$ cat config.mk
export PLATFORM = sky130hd
export DESIGN_NAME = higher_memory_arbiter
export DESIGN_NICKNAME = d
export VERILOG_FILES = /design/src/rtl/higher_memory_arbiter.sv
export SDC_FILE = /design/constraint.sdc
export NUM_CORES = 1
export LEC_CHECK = 0
export CAP_MARGIN = 5
export CORE_ASPECT_RATIO = 1.5
export CORE_MARGIN = 3
export CORE_UTILIZATION = 40
export DETAILED_ROUTE_END_ITERATION = 7
export PLACE_DENSITY = 0.9
export SYNTH_ARGS = -nofsm -noshare
export SYNTH_HDL_FRONTEND = slang
export SYNTH_SLANG_ARGS = --single-unit
$ cat constraint.sdc
create_clock -name clk -period 2.1 [get_ports clk]
set_input_delay 0.42 -clock clk [delete_from_list [all_inputs] [get_ports clk]]
set_output_delay 0.42 -clock clk [all_outputs]
set_load 0.02 [all_outputs]
$ cat src/rtl/higher_memory_arbiter.sv
// Round-robin arbiter sharing one higher-memory channel between two cache-side
// requesters; one transaction in flight, fields latched at grant.

package higher_memory_arbiter_pkg;
  typedef enum logic {
    MEM_LOAD  = 1'b0,
    MEM_STORE = 1'b1
  } memory_operation_e;
endpackage

module higher_memory_arbiter
  import higher_memory_arbiter_pkg::*;
#(
  parameter int XLEN = 32
) (
  input  logic              clk,
  input  logic              reset_n,

  input  logic [XLEN-1:0]   p0_req_address,
  input  memory_operation_e p0_req_operation,
  input  logic [XLEN-1:0]   p0_req_store_word,
  input  logic              p0_req_valid,
  output logic [XLEN-1:0]   p0_req_loaded_word,
  output logic              p0_req_fulfilled,

  input  logic [XLEN-1:0]   p1_req_address,
  input  memory_operation_e p1_req_operation,
  input  logic [XLEN-1:0]   p1_req_store_word,
  input  logic              p1_req_valid,
  output logic [XLEN-1:0]   p1_req_loaded_word,
  output logic              p1_req_fulfilled,

  output logic [XLEN-1:0]   mem_req_address,
  output memory_operation_e mem_req_operation,
  output logic [XLEN-1:0]   mem_req_store_word,
  output logic              mem_req_valid,
  input  logic [XLEN-1:0]   mem_req_loaded_word,
  input  logic              mem_req_fulfilled
);

  typedef enum logic [1:0] {
    IDLE    = 2'd0,
    BUSY    = 2'd1,
    RESPOND = 2'd2
  } state_e;

  state_e state;
  logic   grant;       // port owning the current transaction
  logic   last_grant;  // port granted most recently
  logic   winner;

  // On a tie the port not granted last wins; otherwise the lone requester wins.
  always_comb begin
    winner = 1'b0;
    if (p0_req_valid && p1_req_valid) winner = ~last_grant;
    else if (p1_req_valid)            winner = 1'b1;
  end

  // NOTE: every register here, outputs included, uses non-blocking assignment so
  // all state updates see pre-edge values; the async reset also drops
  // mem_req_valid immediately when a transaction is abandoned.
  always_ff @(posedge clk or negedge reset_n) begin
    if (!reset_n) begin
      state              <= IDLE;
      grant              <= 1'b0;
      last_grant         <= 1'b1;
      mem_req_address    <= '0;
      mem_req_operation  <= MEM_LOAD;
      mem_req_store_word <= '0;
      mem_req_valid      <= 1'b0;
      p0_req_loaded_word <= '0;
      p1_req_loaded_word <= '0;
      p0_req_fulfilled   <= 1'b0;
      p1_req_fulfilled   <= 1'b0;
    end else begin
      case (state)
        IDLE: begin
          if (p0_req_valid || p1_req_valid) begin
            grant         <= winner;
            mem_req_valid <= 1'b1;
            state         <= BUSY;
            if (winner) begin
              mem_req_address    <= p1_req_address;
              mem_req_operation  <= p1_req_operation;
              mem_req_store_word <= p1_req_store_word;
            end else begin
              mem_req_address    <= p0_req_address;
              mem_req_operation  <= p0_req_operation;
              mem_req_store_word <= p0_req_store_word;
            end
          end
        end

        BUSY: begin
          if (mem_req_fulfilled) begin
            mem_req_valid <= 1'b0;
            last_grant    <= grant;
            state         <= RESPOND;
            // The loaded word is captured on stores as well as loads.
            if (grant) begin
              p1_req_loaded_word <= mem_req_loaded_word;
              p1_req_fulfilled   <= 1'b1;
            end else begin
              p0_req_loaded_word <= mem_req_loaded_word;
              p0_req_fulfilled   <= 1'b1;
            end
          end
        end

        RESPOND: begin
          p0_req_fulfilled <= 1'b0;
          p1_req_fulfilled <= 1'b0;
          state            <= IDLE;
        end

        default: begin
          p0_req_fulfilled <= 1'b0;
          p1_req_fulfilled <= 1'b0;
          mem_req_valid    <= 1'b0;
          state            <= IDLE;
        end
      endcase
    end
  end

endmodule

======== Yosys cells after proc, flatten, opt, wreduce, memory -nomap -nowiden ========
Index checks and enable logic that the tools add are counted.
operators by class
  bitwise logic cells ..................... 4
  reduce and logical (&&, ||, !) cells .... 11
  multiplexer cells ....................... 17
  shift-type cells ........................ 0
  add/sub/neg operators ................... 0
  div/mod/pow operators ................... 0
  equal/unequal tests ..................... 6
  magnitude comparators ................... 0
  multipliers ............................. 0
operator list
  operator                                        count
  2-to-1 mux 32 bit                               2
  AND reduction 3 bit                             5
  2-to-1 mux 1 bit                                9
  != test 2 bit (second input constant)           4
  AND reduction 2 bit                             3
  2-to-1 mux 2 bit                                2
  inverter 1 bit                                  4
  case mux 1 bit (2 select lines)                 2
  case mux 2 bit (2 select lines)                 1
  case mux 1 bit (3 select lines)                 1
  == test 2 x 1 -> 1 bit (second input constant)  1
  == test 2 bit (second input constant)           1
  logical NOT 2 bit                               1
  logical AND 1 bit                               1
  logical OR 1 bit                                1
storage, ports and cells
  memory bits (writable) .................. 0
  output and inout bits ................... 132
  memories kept ........................... 0
  word-level logic and storage cells ...... 49
  memory bits (read-only) ................. 0
  bits of input ports ..................... 167
  register bits after elaboration ......... 136
  latch bits .............................. 0

======== Logic depth before layout (Yosys ltp) ========
  word-level depth ........................ 3
  gate-level depth with buffers ........... 5
  mapped depth without buffers ............ 3

======== Worst setup path before layout ========
OpenSTA, ideal clock, no wires.
  path type ............................... reg2reg
  start point ............................. register last_grant
  end point ............................... register mem_req_address[0]
  arrival time ............................ 1.486 ns
  clock period less this slack ............ 1.611 ns
  cell stages (with the launch flop) ...... 6
  path slack .............................. 0.489 ns
  buffers on the path ..................... 2
  required time ........................... 1.975 ns
  library setup time ...................... 0.125 ns
  path through ............................ dfstp_2 > a21bo_2 > buf_6 > buf_6 > mux2_2 > mux2_2
between the ends
  longest elaborated chain between the ends .. 3
ends and longest elaborated chain
  item                    line  source
  start, declared         49    logic last_grant;
  start signal, assigned  97    last_grant <= grant;
  inverter 1 bit          55    if (p0_req_valid && p1_req_valid) winner = ~last_grant;
  2-to-1 mux 1 bit        55
  2-to-1 mux 32 bit       82    if (winner) begin
  end signal, assigned    83    mem_req_address <= p1_req_address;
  end signal, assigned    87    mem_req_address <= p0_req_address;
  end, declared           33    output logic [XLEN-1:0] mem_req_address,
No other way between the ends.
A chain may end at the register's enable or synchronous reset.

======== Worst setup path after layout ========
  start point ............................. register mem_req_address[31]
  end point ............................... output port mem_req_address[31]
No word-level cell between the ends.

==> impl_metrics.py <==
metrics = {
    "status": {
        "status": "completed",
    },
    "global_routing": {
        "grt_pass1_wl_um": 26400,
        "antenna_found_initial": 0,
        "track_usage_pct": 20.5,
        "grt_max_degree": 51,
        "gr-total-overflow": 0,
        "grt_pass1_vias": 4939,
    },
    "yosys": {
        "yosys.area.top_type_share_pct": 56.6,
        "synthMuxAreaShare_pct": 38.6,
        "synth_xor_area_share_pct": 0,
        "synth_top_family_by_area": "multiplexers",
        "synth_fa_ha_area_share_pct": 0,
        "synth_compound_area_share_pct": 0.587,
        "yosys.area.top_type": "dfrtp_1",
        "synth.most_common_cell": "mux2_2",
        "synthCells": 369,
        "yosys-top-cells-area": "dfrtp_1, mux2_2, mux2_4",
        "synthFlopType": "dfrtp_1",
        "synth_simple_gate_area_share_pct": 1.03,
        "async_flop_share_pct": 100,
        "avgSynthCellArea_um2": 16.2,
        "yosysSeqAreaShare_pct": 57.0,
        "syn-cell-area_um2": 5970,
        "synth_warnings": 0,
        "ys_types": 20,
        "ys_ff_latch": 136,
        "synthTopCellsByCount": "mux2_2, dfrtp_1, mux2_4",
        "synth-edff-count": 0,
        "synth_fp_nets": 536,
    },
    "layout": {
        "drive_gt1_share_pct": 35.0,
        "final_util_pct": 67.3,
        "fin_nets": 845,
        "n_antenna_cell": 0,
        "syn_to_final_growth_pct": 64.6,
    },
    "power": {
        "powerDensity_nw_per_um2": 1560,
        "vdd_ir_drop_max_uv": 973,
        "leakagePower_uw": 0.00406,
    },
    "cts": {
        "clk_latency_ns": 0.40,
        "cts_tree": "built",
        "cts_max_path_buffers": 2,
        "h-tree-depth": 4,
        "cts.clk_slew.worst_paths_ns": 0.06,
        "cts_resized": 0,
        "numCtsBuffers": 17,
        "clock-sinks": 136,
        "root_buffer": "clkbuf_16",
    },
    "critical_path": {
        "arrival_ns": 1.41,
        "crit_chain": "clkdlybuf4s50_1",
        "path_depth": 1,
        "cp-end-kind": "output pin",
        "reg2reg_setup_slack_ns": 0.31,
        "max_stage_delay_ns": 0.67,
        "r2r_start": "last_grant",
        "endpoint": "mem_req_address[31]",
        "slowest_stage": "clkdlybuf4s50_1",
        "crit_path_start_kind": "flop",
        "ff2ff_path_depth": 4,
        "critPathMaxFanout": 2,
        "worst-setup-path-type": "reg2out",
        "cp_top_family": "buffers and inverters",
        "crit_start": "mem_req_address[31]",
        "path_buf_inv": 1,
        "timing.rr.end": "mem_req_address[7]",
        "required_ns": 1.68,
    },
    "worst_hold_path": {
        "hold_class": "reg2reg",
        "min_path_cells": 1,
    },
    "sta": {
        "finalMaxSlewViolations": 0,
        "fmax_mhz": 545,
        "rsz0062_at_grt": "false",
        "hold_viol": 0,
        "skew_ns": 0.00831,
        "period_share_pct": 87.3,
        "hold-worst-slack_ns": 0.492,
        "finalCriticalPeriod_ns": 1.83,
        "maxSlewHeadroom_pct": 71.0,
        "setup_viol": 0,
        "worst_pin_slew_ns": 0.435,
        "tns_ns": 0,
    },
    "floorplanning": {
        "core_area_um2": 14600,
        "fp.dieH_um": 156,
        "num_io_pins": 299,
        "rows": 54,
        "start_util_pct": 40.9,
        "die_w_um": 106,
        "die-area_um2": 16500,
    },
    "placement": {
        "gp_congestion": 0.743,
        "dpl.hpwl_um": 13200,
        "portBuffers": 298,
    },
    "drt": {
        "ant_nets": 0,
        "wl_per_cell_um": 19.3,
        "vias": 4289,
        "drt_iter0_markers": 138,
        "drt-vias-per-instance": 4.84,
        "firstDrtPassIters": 4,
        "drcViolationCount": 0,
        "totalWireLength_um": 17100,
    },
    "job": {
        "drv_cap": 0,
    },
}
flip-flops by register name (all words and copies together), names as in the netlist:
register and flops:
mem_req_address 32, mem_req_store_word 32, p0_req_loaded_word 32, p1_req_loaded_word 32
state 2, grant 1, last_grant 1, mem_req_operation 1
mem_req_valid 1, p0_req_fulfilled 1, p1_req_fulfilled 1
routing by layer:
| layer | wire length [µm] | GRT usage, % | vias up |
|---|---|---|---|
| li1 | - | - | 1939 |
| met1 | 5890 | 20.7 | 2123 |
| met2 | 9500 | 38.9 | 197 |
| met3 | 1310 | 7.04 | 30 |
| met4 | 436 | 7.16 | 0 |
| met5 | 0 | 0 | - |
stage by stage:
stage	cell area [µm²]	instances	setup WS [ns]	total power, µW
after floorplan	5970	369	0.489	8750
after global placement	9240	854	-0.00450	12300
after detailed placement	9240	854	-0.0665	12500
after CTS	9820	887	0.238	15500
after global routing	9820	887	0.213	16100
final	9820	887	0.267	15300
how the worst min path moves through the flow:
stage / from / endpoint / slack (ns)
2_1_floorplan: reset_n / grant / 0.12
5_1_grt: mem_req_valid / mem_req_valid / 0.51
3_3_place_gp: reset_n / mem_req_store_word[27] / 0.37
4_1_cts: mem_req_valid / mem_req_valid / 0.49
3_5_place_dp: reset_n / mem_req_store_word[19] / 0.38
6_report: mem_req_valid / mem_req_valid / 0.49
power by group:
part | leakage, µW | internal [µW] | switching, µW
combinational | 0.00218 | 4280 | 3390
sequential | 0.00161 | 3980 | 770
clock | 0.000275 | 1770 | 1150
cell type report:
| type | instances | area (µm²) |
|---|---|---|
| clock inverter | 13 | 145 |
| fill | 1045 | 4770 |
| multi-input combinational | 211 | 2410 |
| inverter | 1 | 3.75 |
| tap | 196 | 245 |
| timing repair buffer | 311 | 3180 |
| sequential | 136 | 3400 |
| clock buffer | 19 | 433 |
cell families (layout without fill, tap and decap cells):
group,after synthesis,after routing
AO/OA/AOI/OAI,5,5
buffers and inverters,22,344
flip-flops,136,136
multiplexers,195,195
AND/OR/NAND/NOR,11,11
cells in the final DEF (no fill, tap or decap):
cell and count:
and3b_1 1, bufinv_16 2, a31oi_1 2, inv_1 1, a21bo_2 1, clkinv_4 1
nor3b_1 1, clkbuf_16 17, buf_6 1, clkinv_2 2, and2_2 1, inv_6 5
mux2_4 29, o21ai_0 1, mux2i_1 1, or2_2 1, clkbuf_1 2, buf_4 4
clkdlybuf4s50_1 297, dfstp_2 1, clkinvlp_4 3, dlygate4sd3_1 1, buf_12 8, nor3_4 1
mux2_2 165, dfrtp_1 135, nor2_1 5, nand2_1 1, o21a_1 1
timing repair:
action,4_1_cts,5_1_grt
buffers inserted,0,0
hold buffers,1,0
endpoints found under the hold margin,42,0
(Power assumes the default switching activity.)
